`src/rtl/pulse_pattern_seq.sv`:
```
// Pattern sequencer feeding the pulse generator's high/low lengths from a small
// (high, low) table, advancing on each falling edge of the generator output.
module pulse_pattern_seq #(
  parameter int DEPTH = 8,
  parameter int IDX_W = 3
) (
  input  logic             clk,
  input  logic             reset,
  input  logic             wr_en,
  input  logic [IDX_W-1:0] wr_addr,
  input  logic [31:0]      wr_high,
  input  logic [31:0]      wr_low,
  input  logic [IDX_W:0]   num_entries,
  input  logic [7:0]       loops,
  input  logic             start,
  input  logic             stop,
  input  logic             pulse_in,
  output logic [31:0]      length1,
  output logic [31:0]      length2,
  output logic             pulse_reset,
  output logic             busy,
  output logic             done,
  output logic [IDX_W-1:0] cur_index
);

  typedef enum logic {IDLE, RUN} state_e;

  localparam logic [IDX_W:0] DEPTH_N = (IDX_W+1)'(DEPTH);

  state_e           state_q, state_d;
  logic [IDX_W:0]   num_q, num_d;
  logic [7:0]       loops_q, loops_d;
  logic [7:0]       cnt_q, cnt_d;
  logic [IDX_W-1:0] idx_q, idx_d;
  logic [31:0]      len1_q, len1_d;
  logic [31:0]      len2_q, len2_d;
  logic             pulse_d_q, pulse_d_d;
  logic             done_q, done_d;

  logic [63:0]      tbl_q [DEPTH];
  logic             fall;
  logic             load;
  logic             start_ok;
  logic [IDX_W:0]   last_idx;

  // NOTE: the table has no reset; its contents are don't-care until written,
  // so it can map onto plain RAM/flops without a reset tree.
  always_ff @(posedge clk) begin
    if (state_q == IDLE && wr_en) tbl_q[wr_addr] <= {wr_high, wr_low};
  end

  assign fall     = pulse_d_q & ~pulse_in;
  assign start_ok = (num_entries != '0) && (num_entries <= DEPTH_N);
  assign last_idx = num_q - (IDX_W+1)'(1);

  // NOTE: combinational logic uses blocking '=' with every output defaulted
  // first, so no latch is inferred and later reads see earlier writes.
  always_comb begin
    state_d   = state_q;
    num_d     = num_q;
    loops_d   = loops_q;
    cnt_d     = cnt_q;
    idx_d     = idx_q;
    len1_d    = len1_q;
    len2_d    = len2_q;
    pulse_d_d = 1'b0;
    done_d    = 1'b0;
    load      = 1'b0;

    case (state_q)
      IDLE: begin
        if (start && !stop && start_ok) begin
          state_d = RUN;
          num_d   = num_entries;
          loops_d = loops;
          cnt_d   = '0;
          idx_d   = '0;
          load    = 1'b1;
        end
      end
      RUN: begin
        pulse_d_d = pulse_in;
        if (stop) begin
          state_d   = IDLE;
          pulse_d_d = 1'b0;
        end else if (fall) begin
          if ({1'b0, idx_q} == last_idx) begin
            idx_d = '0;
            if (loops_q != 8'd0 && cnt_q == loops_q - 8'd1) begin
              state_d   = IDLE;
              done_d    = 1'b1;
              pulse_d_d = 1'b0;
            end else begin
              cnt_d = cnt_q + 8'd1;
              load  = 1'b1;
            end
          end else begin
            idx_d = idx_q + IDX_W'(1);
            load  = 1'b1;
          end
        end
      end
      default: state_d = IDLE;
    endcase

    if (load) {len1_d, len2_d} = tbl_q[idx_d];
  end

  // NOTE: sequential state uses non-blocking '<=' so all registers update
  // together from pre-edge values.
  always_ff @(posedge clk or posedge reset) begin
    if (reset) begin
      state_q   <= IDLE;
      num_q     <= '0;
      loops_q   <= '0;
      cnt_q     <= '0;
      idx_q     <= '0;
      len1_q    <= '0;
      len2_q    <= '0;
      pulse_d_q <= 1'b0;
      done_q    <= 1'b0;
    end else begin
      state_q   <= state_d;
      num_q     <= num_d;
      loops_q   <= loops_d;
      cnt_q     <= cnt_d;
      idx_q     <= idx_d;
      len1_q    <= len1_d;
      len2_q    <= len2_d;
      pulse_d_q <= pulse_d_d;
      done_q    <= done_d;
    end
  end

  // Decoded from the state register so reset forces the generator into reset at once.
  assign pulse_reset = (state_q == IDLE);
  assign busy        = (state_q == RUN);
  assign done        = done_q;
  assign cur_index   = idx_q;
  assign length1     = len1_q;
  assign length2     = len2_q;

endmodule

```
`config.mk`:
```
export PLATFORM = sky130hd
export DESIGN_NAME = pulse_pattern_seq
export DESIGN_NICKNAME = d
export VERILOG_FILES = /design/src/rtl/pulse_pattern_seq.sv
export SDC_FILE = /design/constraint.sdc
export NUM_CORES = 1
export LEC_CHECK = 0
export ABC_AREA = 1
export CORE_MARGIN = 5
export CORE_UTILIZATION = 50
export CTS_CLUSTER_DIAMETER = 50
export DETAILED_ROUTE_END_ITERATION = 12
export DONT_BUFFER_PORTS = 1
export GPL_TIMING_DRIVEN = 0
export PLACE_DENSITY = 0.69
export SLEW_MARGIN = 15
export SYNTH_ARGS = -nofsm -noshare
export SYNTH_HDL_FRONTEND = slang
export SYNTH_SLANG_ARGS = --single-unit
```
`constraint.sdc`:
```
create_clock -name clk -period 6.5 [get_ports clk]
set_input_delay 1.3 -clock clk [delete_from_list [all_inputs] [get_ports clk]]
set_output_delay 1.3 -clock clk [all_outputs]
set_load 0.005 [all_outputs]
```
==> results of run 1 <==
## registers in the layout, summed over array words and instances, names as in the netlist
signal,flops
done,1
length1,32
loops_q,8
cnt_q,8
cur_index,3
busy,1
pulse_d_q,1
length2,32
num_q,4
tbl_q,512
## cells in the final DEF, fill, tap and decap left out, types with 3 or more instances in the layout
cell	count
nand3_1	788
edfxtp_1	512
nand2_1	448
inv_1	419
dfrtp_1	90
buf_2	87
clkbuf_16	71
clkbuf_1	58
nor2_1	33
buf_16	17
buf_4	14
buf_1	12
xor2_1	11
a21oi_1	10
clkbuf_8	9
buf_12	9
nor2_4	8
nand4_1	7
clkinv_1	7
o21ai_0	6
ha_1	5
bufinv_16	5
xnor2_1	4
clkinv_2	4
inv_2	3
nand2_2	3
buf_6	3
inv_6	3
## power groups by stage
stage          registers [mW]  clock network, mW  logic [mW]
6_report                 4.62               3.82       0.922
3_3_place_gp             4.71                  0       0.846
3_5_place_dp             4.70                  0       0.904
2_1_floorplan            4.63                  0       0.606
4_1_cts                  4.62               3.86       0.914
5_1_grt                  4.64               4.03        1.01
## worst max path at each step
stage / start / cells after the start / endpoint
2_1_floorplan: wr_en / 4 / tbl_q[0][0]$_DFFE_PP_
3_3_place_gp: wr_en / 4 / tbl_q[6][34]$_DFFE_PP_
3_5_place_dp: num_entries[0] / 13 / length1[12]$_DFFE_PP0P_
4_1_cts: num_entries[0] / 13 / length2[20]$_DFFE_PP0P_
5_1_grt: stop / 13 / length2[15]$_DFFE_PP0P_
6_report: stop / 12 / length2[7]$_DFFE_PP0P_
## critical path, stage by stage
cell,delay (ps)
inv_2,60
nand2_1,50
a31oi_1,130
nand2_1,110
nand3_1,230
clkbuf_1,690
clkbuf_1,540
nand3_1,160
nand3_1,110
nand3_1,90
nand3_1,150
nand2_1,70
## final cells by class
type                    instances  area [µm²]  area share, %
repair buffers                 26       648.1          2.160
clock buffers                  98        1968          6.558
inverters                     424        1597          5.320
multi-input cells            1333        6269          20.89
flip-flops and latches        602       17630          58.74
well taps                     688       860.8          2.868
plain buffers                 158       782.0          2.606
clock inverters                22       259.0         0.8630
## cell families (layout without fill, tap and decap cells)
logic type               after synthesis  after routing  synth area share [%]
adder cells (fa/ha/maj)                5              5                0.2387
flip-flops                           602            602                 67.26
AND/OR/NAND/NOR                     1293           1293                 22.46
XOR/XNOR                              16             16                0.5872
AO/OA/AOI/OAI                         18             18                0.3629
multiplexers                           1              1               0.04296
buffers and inverters                582            728                 9.056
## layer usage
layer	up-vias	track usage [%]
li1	8619	-
met1	9332	33.72
met2	1102	42.01
met3	185	6.218
met4	0	10.48
met5	-	0
## per-stage QoR
| step | hold WS [ps] | power (mW) |
|---|---|---|
| after floorplan | 474.6 | 5.237 |
| after global placement | 503.4 | 5.552 |
| after detailed placement | 531.0 | 5.606 |
| after CTS | 499.5 | 9.398 |
| after global routing | 520.6 | 9.690 |
| final | 507.8 | 9.359 |
==> flow_metrics.env, run 1 <==
export IMPL_drive_gt1_share_pct=9.388
export IMPL_grt_pass1_wl_um=112100
export IMPL_tritoncts_num_buffers=67
export IMPL_syn_num_nets=2607
export IMPL_core_area_um2=52240
export IMPL_met3_length_um=8511
export IMPL_synth_seq_cells=602
export IMPL_initial_utilization_pct=50.17
export IMPL_dieWidth_um=239.0
export IMPL_wl_um=74880
export IMPL_post_dp_cell_area_um2=27780
export IMPL_vias=19240
export IMPL_htree_levels=3
export IMPL_port_buffers=0
export IMPL_cp_end_kind="flip-flop"
export IMPL_cts_clk_slew_worst_paths_ps=60
export IMPL_tightest_slew_ps=1048
export IMPL_slew_headroom_pct=30.10
export IMPL_dp_cells=3231
export IMPL_synth_edf_count=512
export IMPL_netlist_area_um2=26210
export IMPL_ys_types=30
export IMPL_clkLatencyLatePin_ps=600
export IMPL_fmaxAchievable_mhz=308.8
export IMPL_cts_hold_buf=0
export IMPL_cts_tree="built"
export IMPL_ys_warn_count=0
export IMPL_grt_overflow=0
export IMPL_finalSetupViolCount=0
export IMPL_place_hpwl_um=48770
export IMPL_ios=155
export IMPL_leakage_nw=12.84
export IMPL_die_area_um2=57100
export IMPL_synthArstFlopShare_pct=14.95
export IMPL_drc=0
export IMPL_antenna_found_initial=0
export IMPL_path_class="input port to flip-flop"
export IMPL_peakVddDrop_mv=0.2006
export IMPL_grt_max_degree=71
export IMPL_ys_flop_type="edfxtp_1"
export IMPL_rr_worst_depth=16
export IMPL_period_needed_ps=3238
export IMPL_ant_nets=0
export IMPL_design_area_um2=30010
export IMPL_worst_ep_arrival_time_ps=3710
export IMPL_powerDensity_nw_per_um2=311.9
export IMPL_drt_wirelength_per_cell_um=22.35
export IMPL_startpoint_type="input port"
export IMPL_cp_required_ps=6970
export IMPL_rsz0062_at_grt="false"
export IMPL_wl_met2_um=35520
export IMPL_syn_inst=2517
export IMPL_final_core_util_pct=57.45
export IMPL_cts_resized=0
export IMPL_yosysTopAreaCell="edfxtp_1"
export IMPL_yosys_top_cells_count="nand3_1, edfxtp_1, nand2_1"
export IMPL_area_growth_syn_to_layout_pct=14.50
export IMPL_fill_cells=4160
export IMPL_seq_power_share_pct=49.3
export IMPL_tns_ps=0
export IMPL_first_pass_iters=6
export IMPL_fin_nets=2702
export IMPL_crit_fanout=10
export IMPL_yosysMostFrequentCell="nand3_1"
export IMPL_p_comb_share_pct=9.8
export IMPL_ys_seq_area_share_pct=67.26
export IMPL_drv_cap=0
export IMPL_hold_class="input port to asynchronous set/reset pin"
export IMPL_die_h_um=239.0
export IMPL_gp_congestion=0.8485
export IMPL_cts_setup_buffers=0
export IMPL_preCtsSetupSlack_ps=2731
export IMPL_hold_violations=0
export IMPL_clock_path_buffers=3
export IMPL_p_sw_mw=2.323
export IMPL_p_clk_share_pct=40.8
export IMPL_yosysTopAreaCellShare_pct=58.66
export IMPL_r2r_end="length2[5]$_DFFE_PP0P_"
export IMPL_syn_area_per_cell_um2=10.41
export IMPL_fin_skew_ps=17.36
export IMPL_cts_root_buf="clkbuf_16"
export IMPL_finalWorstSetupSlack_ps=3262
export IMPL_slew_violations=0
export IMPL_fin_crit_sh_pct=49.82
export IMPL_reg2reg_from="num_q[0]$_DFFE_PP0P_"
export IMPL_top_layer_used="met4"
export IMPL_reg2reg_slack_ps=3500
export IMPL_final_cells=3351
export IMPL_num_antenna_cells=0
export IMPL_grt_pass1_vias=19030
export IMPL_yosys_top_cells_area="edfxtp_1, nand3_1, dfrtp_1"
export IMPL_wl_met1_um=28090
export IMPL_intPower_mw=7.036
export IMPL_rows=84
export IMPL_outcome="complete, no violations"
export IMPL_track_usage_pct=25.82
export IMPL_drtIter0Drc=2262
export IMPL_sw_frac_of_total_pct=24.82
export IMPL_viasPerCell=5.741
export IMPL_clkSinkCount=602
Power figures use the tool's default switching activity.
==> run 2: changes to the inputs <==
--- a/config.mk
+++ b/config.mk
@@ -12,7 +12,7 @@
 export DETAILED_ROUTE_END_ITERATION = 12
 export DONT_BUFFER_PORTS = 1
 export GPL_TIMING_DRIVEN = 0
-export PLACE_DENSITY = 0.69
+export PLACE_DENSITY = 0.72
 export SLEW_MARGIN = 15
 export SYNTH_ARGS = -nofsm -noshare
 export SYNTH_HDL_FRONTEND = slang
==> constraint.sdc (replaced) <==
create_clock -name clk -period 2.65 [get_ports clk]
set_input_delay 0.53 -clock clk [delete_from_list [all_inputs] [get_ports clk]]
set_output_delay 0.53 -clock clk [all_outputs]
set_load 0.005 [all_outputs]
==> run 2 against run 1 <==
- clock skew up 4.4 ps
- via count is 0.73% higher
- largest cell class unchanged
- critical path type is now flip-flop to flip-flop
- sequential share of layout area fell by 1.7 points
- routed wire length decreased by 0.66%
- first-iteration DRC count is 3.0% higher
- worst hold slack got worse by 480 ps
- highest routed layer is now met5
- largest power group unchanged
- clock power rose by 150%
- setup slack worse by 3200 ps
- clock-buffer cell count down 19
==> flow_metrics.env, run 2 (synthesis results as in run 1) <==
export IMPL_tightest_slew_ps=723.3
export IMPL_p_sw_mw=5.976
export IMPL_drt_wirelength_per_cell_um=21.71
export IMPL_top_layer_used="met5"
export IMPL_hold_class="input port to flip-flop"
export IMPL_slew_headroom_pct=51.66
export IMPL_wl_met1_um=28060
export IMPL_cp_end_kind="flip-flop"
export IMPL_core_area_um2=52240
export IMPL_rows=84
export IMPL_first_pass_iters=5
export IMPL_wl_um=74380
export IMPL_finalSetupViolCount=0
export IMPL_cts_root_buf="clkbuf_16"
export IMPL_leakage_nw=13.30
export IMPL_drtIter0Drc=2330
export IMPL_startpoint_type="flip-flop"
export IMPL_drc=0
export IMPL_layout_common_cells="nand3_1, edfxtp_1, nand2_1"
export IMPL_ios=155
export IMPL_fin_crit_sh_pct=97.16
export IMPL_crit_chain="inv_2 -> ha_1 -> inv_1 -> nand2_1 -> nand3_1 -> nand2_1 -> nand4_1 -> nand3_4 -> nand2_2 -> buf_6 -> buf_2 -> nand2_1 -> nand3_1 -> nand3_1 -> nand3_1 -> nand2_1"
export IMPL_die_area_um2=57100
export IMPL_drive_gt1_share_pct=11.19
export IMPL_dieWidth_um=239.0
export IMPL_intPower_mw=17.26
export IMPL_largest_reg_flops=512
export IMPL_finalWorstSetupSlack_ps=75.19
export IMPL_place_hpwl_um=48230
export IMPL_fmaxAchievable_mhz=388.4
export IMPL_gp_congestion=0.8481
export IMPL_drv_cap=0
export IMPL_cp_required_ps=3130
export IMPL_worst_ep_arrival_time_ps=3060
export IMPL_tns_ps=0
export IMPL_top_register="tbl_q"
export IMPL_cts_tree="built"
export IMPL_fin_skew_ps=21.77
export IMPL_p_comb_share_pct=10.7
export IMPL_post_dp_cell_area_um2=27740
export IMPL_outcome="complete, no violations"
export IMPL_design_area_um2=30890
export IMPL_slew_violations=0
export IMPL_clock_path_buffers=3
export IMPL_sw_frac_of_total_pct=25.72
export IMPL_area_growth_syn_to_layout_pct=17.87
export IMPL_wl_met2_um=36330
export IMPL_path_class="flip-flop to flip-flop"
export IMPL_viasPerCell=5.656
export IMPL_cts_clk_slew_worst_paths_ps=60
export IMPL_seq_power_share_pct=48.7
export IMPL_grt_pass1_vias=18970
export IMPL_clkSinkCount=602
export IMPL_clkLatencyLatePin_ps=610
export IMPL_die_h_um=239.0
export IMPL_powerDensity_nw_per_um2=752.1
export IMPL_fin_nets=2771
export IMPL_initial_utilization_pct=50.17
export IMPL_ant_nets=0
export IMPL_layout_commonest_cell="nand3_1"
export IMPL_preCtsSetupSlack_ps=-341.5
export IMPL_htree_levels=3
export IMPL_rsz0062_at_grt="true"
export IMPL_met3_length_um=7595
export IMPL_grt_pass1_wl_um=111200
export IMPL_p_clk_share_pct=40.6
export IMPL_grt_max_degree=35
export IMPL_grt_overflow=0
export IMPL_final_core_util_pct=59.14
export IMPL_antenna_found_initial=5
export IMPL_port_buffers=0
export IMPL_track_usage_pct=25.48
export IMPL_slowest_delay_ps=380
export IMPL_cpMaxStageDelayCell="dfrtp_1"
export IMPL_vias=19380
export IMPL_period_needed_ps=2575
export IMPL_crit_fanout=10
export IMPL_fill_cells=4052
export IMPL_hold_violations=0
export IMPL_peakVddDrop_mv=0.4709
export IMPL_tritoncts_num_buffers=66
==> run 2: cell count changes in the layout (fill, tap and decap cells not counted), moves of 4 or more <==
cell / before / now
buf_4: 14 / 37
clkbuf_8: 9 / 3
buf_12: 9 / 16
clkbuf_4: 1 / 31
inv_6: 3 / 10
clkinvlp_4: 2 / 6
buf_2: 87 / 37
dlygate4sd3_1: 0 / 68
clkbuf_1: 58 / 18
clkbuf_2: 1 / 37
buf_1: 12 / 4
clkbuf_16: 71 / 66
buf_16: 17 / 10
clkinv_2: 4 / 11
==> run 2: repair_timing <==
item / in CTS / in global routing
buffers inserted: 0 / 1
gates resized for setup: 17 / 131
gates cloned: 0 / 0
pin swaps: 0 / 2
setup endpoints to repair: 59 / 64
endpoints found under the hold margin: 433 / 0
hold buffers: 68 / 0
==> run 2: power by group through the flow <==
stage / clock network (mW) / logic, mW / registers [mW]
after floorplan: 0 / 1.49 / 11.4
after detailed placement: 0 / 2.19 / 11.5
final: 9.43 / 2.49 / 11.3
after global placement: 0 / 2.06 / 11.5
after CTS: 9.50 / 2.40 / 11.3
after global routing: 9.93 / 2.71 / 11.4
==> run 2: final cells by class <==
class	count	area, µm²	share of cell area (%)
buffer	158	978.4	3.167
sequential	602	17630	57.06
tap	688	860.8	2.786
inverter	424	1595	5.164
antenna	3	7.507	0.02430
multi-input combinational	1333	6306	20.41
timing repair buffer	96	1299	4.204
clock buffer	79	1730	5.601
clock inverter	43	489.2	1.584
==> run 2: per-stage QoR <==
step,std cells,hold slack (ps),power (mW)
after floorplan,2517,474.6,12.84
after global placement,3205,506.9,13.58
after detailed placement,3232,429.8,13.71
after CTS,3422,0.009825,23.22
after global routing,3424,14.43,24.02
final,3426,26.66,23.23
==> run 2: critical path, delay by kind of cell (launching register included) <==
kind | cells | cell delay [ps]
buffers and inverters | 4 | 670
adder cells (fa/ha/maj) | 1 | 230
AND/OR/NAND/NOR | 11 | 1180
flip-flops | 1 | 380
==> run 2: final timing paths <==
check / from / to / slack (ps) / depth (start not counted)
setup / recovery: num_q[0]$_DFFE_PP0P_ / length1[28]$_DFFE_PP0P_ / 80 / 16
hold / removal: wr_low[1] / tbl_q[5][1]$_DFFE_PP_ / 30 / 0
setup reg to reg: num_q[0]$_DFFE_PP0P_ / length1[28]$_DFFE_PP0P_ / 80 / 16
hold reg to reg: length1[18]$_DFFE_PP0P_ / length1[18]$_DFFE_PP0P_ / 540 / 2
max in group asynchronous: reset / length1[19]$_DFFE_PP0P_ / 1470 / 4
min in group asynchronous: reset / length1[6]$_DFFE_PP0P_ / 420 / 2
==> run 2: metal layers <==
layer	vias up	GRT usage [%]
met5	-	0
met4	6	10.74
met3	168	5.422
met2	1086	41.99
met1	9342	33.08
li1	8777	-
==> run 3: changes to the inputs <==
--- a/config.mk
+++ b/config.mk
@@ -6,14 +6,15 @@
 export NUM_CORES = 1
 export LEC_CHECK = 0
 export ABC_AREA = 1
+export CELL_PAD_IN_SITES_DETAIL_PLACEMENT = 1
+export CELL_PAD_IN_SITES_GLOBAL_PLACEMENT = 2
 export CORE_MARGIN = 5
-export CORE_UTILIZATION = 50
+export CORE_UTILIZATION = 38
 export CTS_CLUSTER_DIAMETER = 50
 export DETAILED_ROUTE_END_ITERATION = 12
 export DONT_BUFFER_PORTS = 1
 export GPL_TIMING_DRIVEN = 0
-export PLACE_DENSITY = 0.72
-export SLEW_MARGIN = 15
+export PLACE_DENSITY = 0.8
 export SYNTH_ARGS = -nofsm -noshare
 export SYNTH_HDL_FRONTEND = slang
 export SYNTH_SLANG_ARGS = --single-unit
==> run 3 against run 2 <==
- clock power is 8% higher
- register-to-register slack about the same
- routed wire length rose by 15%
- final cell count is 6.1% higher
- die area is 30% higher
- sequential share of layout area is 1.1 points lower
- setup slack better by 12 ps
- power up 3.9%
- utilization fell by 13 points
- worst hold slack better by 42 ps
- largest power group unchanged
==> flow_metrics.env, run 3 (synthesis results as in run 1) <==
export IMPL_outcome="complete, no violations"
export IMPL_cts_tree="built"
export IMPL_area_growth_syn_to_layout_pct=20.28
export IMPL_grt_pass1_vias=20840
export IMPL_period_needed_ps=2563
export IMPL_powerDensity_nw_per_um2=766.1
export IMPL_gp_congestion=0.7899
export IMPL_grt_overflow=0
export IMPL_reg2reg_from="num_q[0]$_DFFE_PP0P_"
export IMPL_layout_commonest_cell="nand3_1"
export IMPL_slew_violations=0
export IMPL_path_class="flip-flop to flip-flop"
export IMPL_hold_depth=1
export IMPL_clkSinkCount=602
export IMPL_htree_levels=3
export IMPL_first_pass_iters=5
export IMPL_use_met1_pct=28.47
export IMPL_port_buffers=0
export IMPL_seq_area_um2=17630
export IMPL_total_power_mw=24.15
export IMPL_drive_gt1_share_pct=11.90
export IMPL_cts_root_buf="clkbuf_16"
export IMPL_tritoncts_num_buffers=76
export IMPL_vias=19440
export IMPL_cp_required_ps=3140
export IMPL_r2r_end="length1[23]$_DFFE_PP0P_"
export IMPL_ios=155
export IMPL_place_hpwl_um=56910
export IMPL_slew_headroom_pct=37.43
export IMPL_die_area_um2=74320
export IMPL_drc=0
export IMPL_grt_pass1_wl_um=128200
export IMPL_die_h_um=272.6
export IMPL_fin_nets=2775
export IMPL_preCtsSetupSlack_ps=-553.8
export IMPL_top_register="tbl_q"
export IMPL_antenna_found_initial=9
export IMPL_dieWidth_um=272.6
export IMPL_leakage_nw=13.42
export IMPL_busiest_layer="met2"
export IMPL_initial_utilization_pct=38.28
export IMPL_core_area_um2=68470
export IMPL_viasPerCell=5.347
export IMPL_hold_start="loops[5]"
export IMPL_finalWorstSetupSlack_ps=87.48
export IMPL_min_to="loops_q[5]$_DFFE_PP0P_"
export IMPL_cts_clk_slew_worst_paths_ps=50
export IMPL_hold_violations=0
export IMPL_finalSetupViolCount=0
export IMPL_ant_nets=0
export IMPL_fmaxAchievable_mhz=390.2
export IMPL_grtUsageMet3_pct=4.425
export IMPL_clock_path_buffers=3
export IMPL_rows=96
export IMPL_startpoint_type="flip-flop"
export IMPL_wl_um=85420
export IMPL_rsz0062_at_grt="true"
export IMPL_drt_wirelength_per_cell_um=23.50
export IMPL_largest_reg_flops=512
export IMPL_layout_common_cells="nand3_1, edfxtp_1, nand2_1"
export IMPL_drtIter0Drc=1319
export IMPL_fill_cells=7450
export IMPL_cp_end_kind="flip-flop"
export IMPL_grt_use_met2_pct=39.84
export IMPL_peakVddDrop_mv=0.4492
export IMPL_grt_max_degree=39
export IMPL_rr_worst_depth=16
export IMPL_clkLatencyLatePin_ps=630
export IMPL_multi_input_area_um2=6371
export IMPL_reg2reg_slack_ps=90
export IMPL_hold_class="input port to flip-flop"
export IMPL_track_usage_pct=22.67
export IMPL_drv_cap=0
export IMPL_worst_ep_arrival_time_ps=3050
export IMPL_tightest_slew_ps=936.4
export IMPL_fin_crit_sh_pct=96.70
export IMPL_fin_skew_ps=27.93
export IMPL_crit_fanout=10
## run 3: cell types whose count changed in the layout (fill, tap and decap cells not counted), sizes merged
cell	before	now
buf	110	129
bufinv	8	3
clkinvlp	6	9
diode	3	5
dlygate4sd3	68	66
inv	433	431
## run 3: routing by layer
metal	up-vias	share of wire, %
met2	613	51
met4	6	2.1
met3	128	6.2
met1	9910	41
met5	-	0.033
li1	8780	-
## run 3: what timing repair did
item	4_1_cts	5_1_grt
pin swaps	0	3
setup endpoints to repair	64	64
endpoints found under the hold margin	537	0
hold buffers	66	0
buffers inserted	0	1
resized for setup	80	132
## run 3: power by group
part           switching [mW]  total (mW)  internal (mW)
logic                    1.76        2.66          0.896
clock network            4.18        10.2           5.99
registers               0.439        11.3           10.9
total                    6.39        24.2           17.8
## run 3: how the worst max path moves through the flow
stage | start | endpoint | slack [ps] | depth (start not counted)
detailed placement | num_entries[0] | length1[23]$_DFFE_PP0P_ | -550 | 13
CTS | num_q[0]$_DFFE_PP0P_ | length1[19]$_DFFE_PP0P_ | -30 | 15
floorplan | busy$_DFF_PP0_ | tbl_q[0][0]$_DFFE_PP_ | -260 | 4
global placement | busy$_DFF_PP0_ | tbl_q[5][30]$_DFFE_PP_ | -2110 | 4
finish | num_q[0]$_DFFE_PP0P_ | length1[23]$_DFFE_PP0P_ | 90 | 16
global route | loops_q[0]$_DFFE_PP0P_ | length1[5]$_DFFE_PP0P_ | -20 | 13
## run 3: worst max-delay path, cell delays in order (launching register included)
cell and delay (ps):
dfrtp_1 390, inv_2 100, ha_2 280, inv_1 60, nand2_1 40, nand2_1 70, nor2_2 40, nand4_1 170
nand3_4 200, nand2_4 140, buf_6 190, buf_4 240, nand2_1 90, nand3_1 80, nand3_1 100, nand3_1 160
nand2_1 80
## run 3: metrics by stage
step	cells	util, %	cell area (µm²)	TNS (ps)	hold slack, ps
after CTS	3629	45.55	31190	-99.95	36.08
after global placement	3399	39.93	27340	-1077000	508.9
after floorplan	2517	-	26230	-134420	474.6
final	3635	46.05	31530	0	69.13
after global routing	3631	46.03	31520	-84.78	46.73
after detailed placement	3422	40.71	27870	-30770	512.3
## run 3: layout make-up
cell class / count / area share (%)
sequential: 602 / 55.91
clock inverter: 39 / 1.107
buffer: 158 / 3.735
timing repair buffer: 90 / 3.699
clock buffer: 102 / 6.735
multi-input combinational: 1333 / 20.21
tap: 882 / 3.501
inverter: 424 / 5.060
antenna: 5 / 0.03969
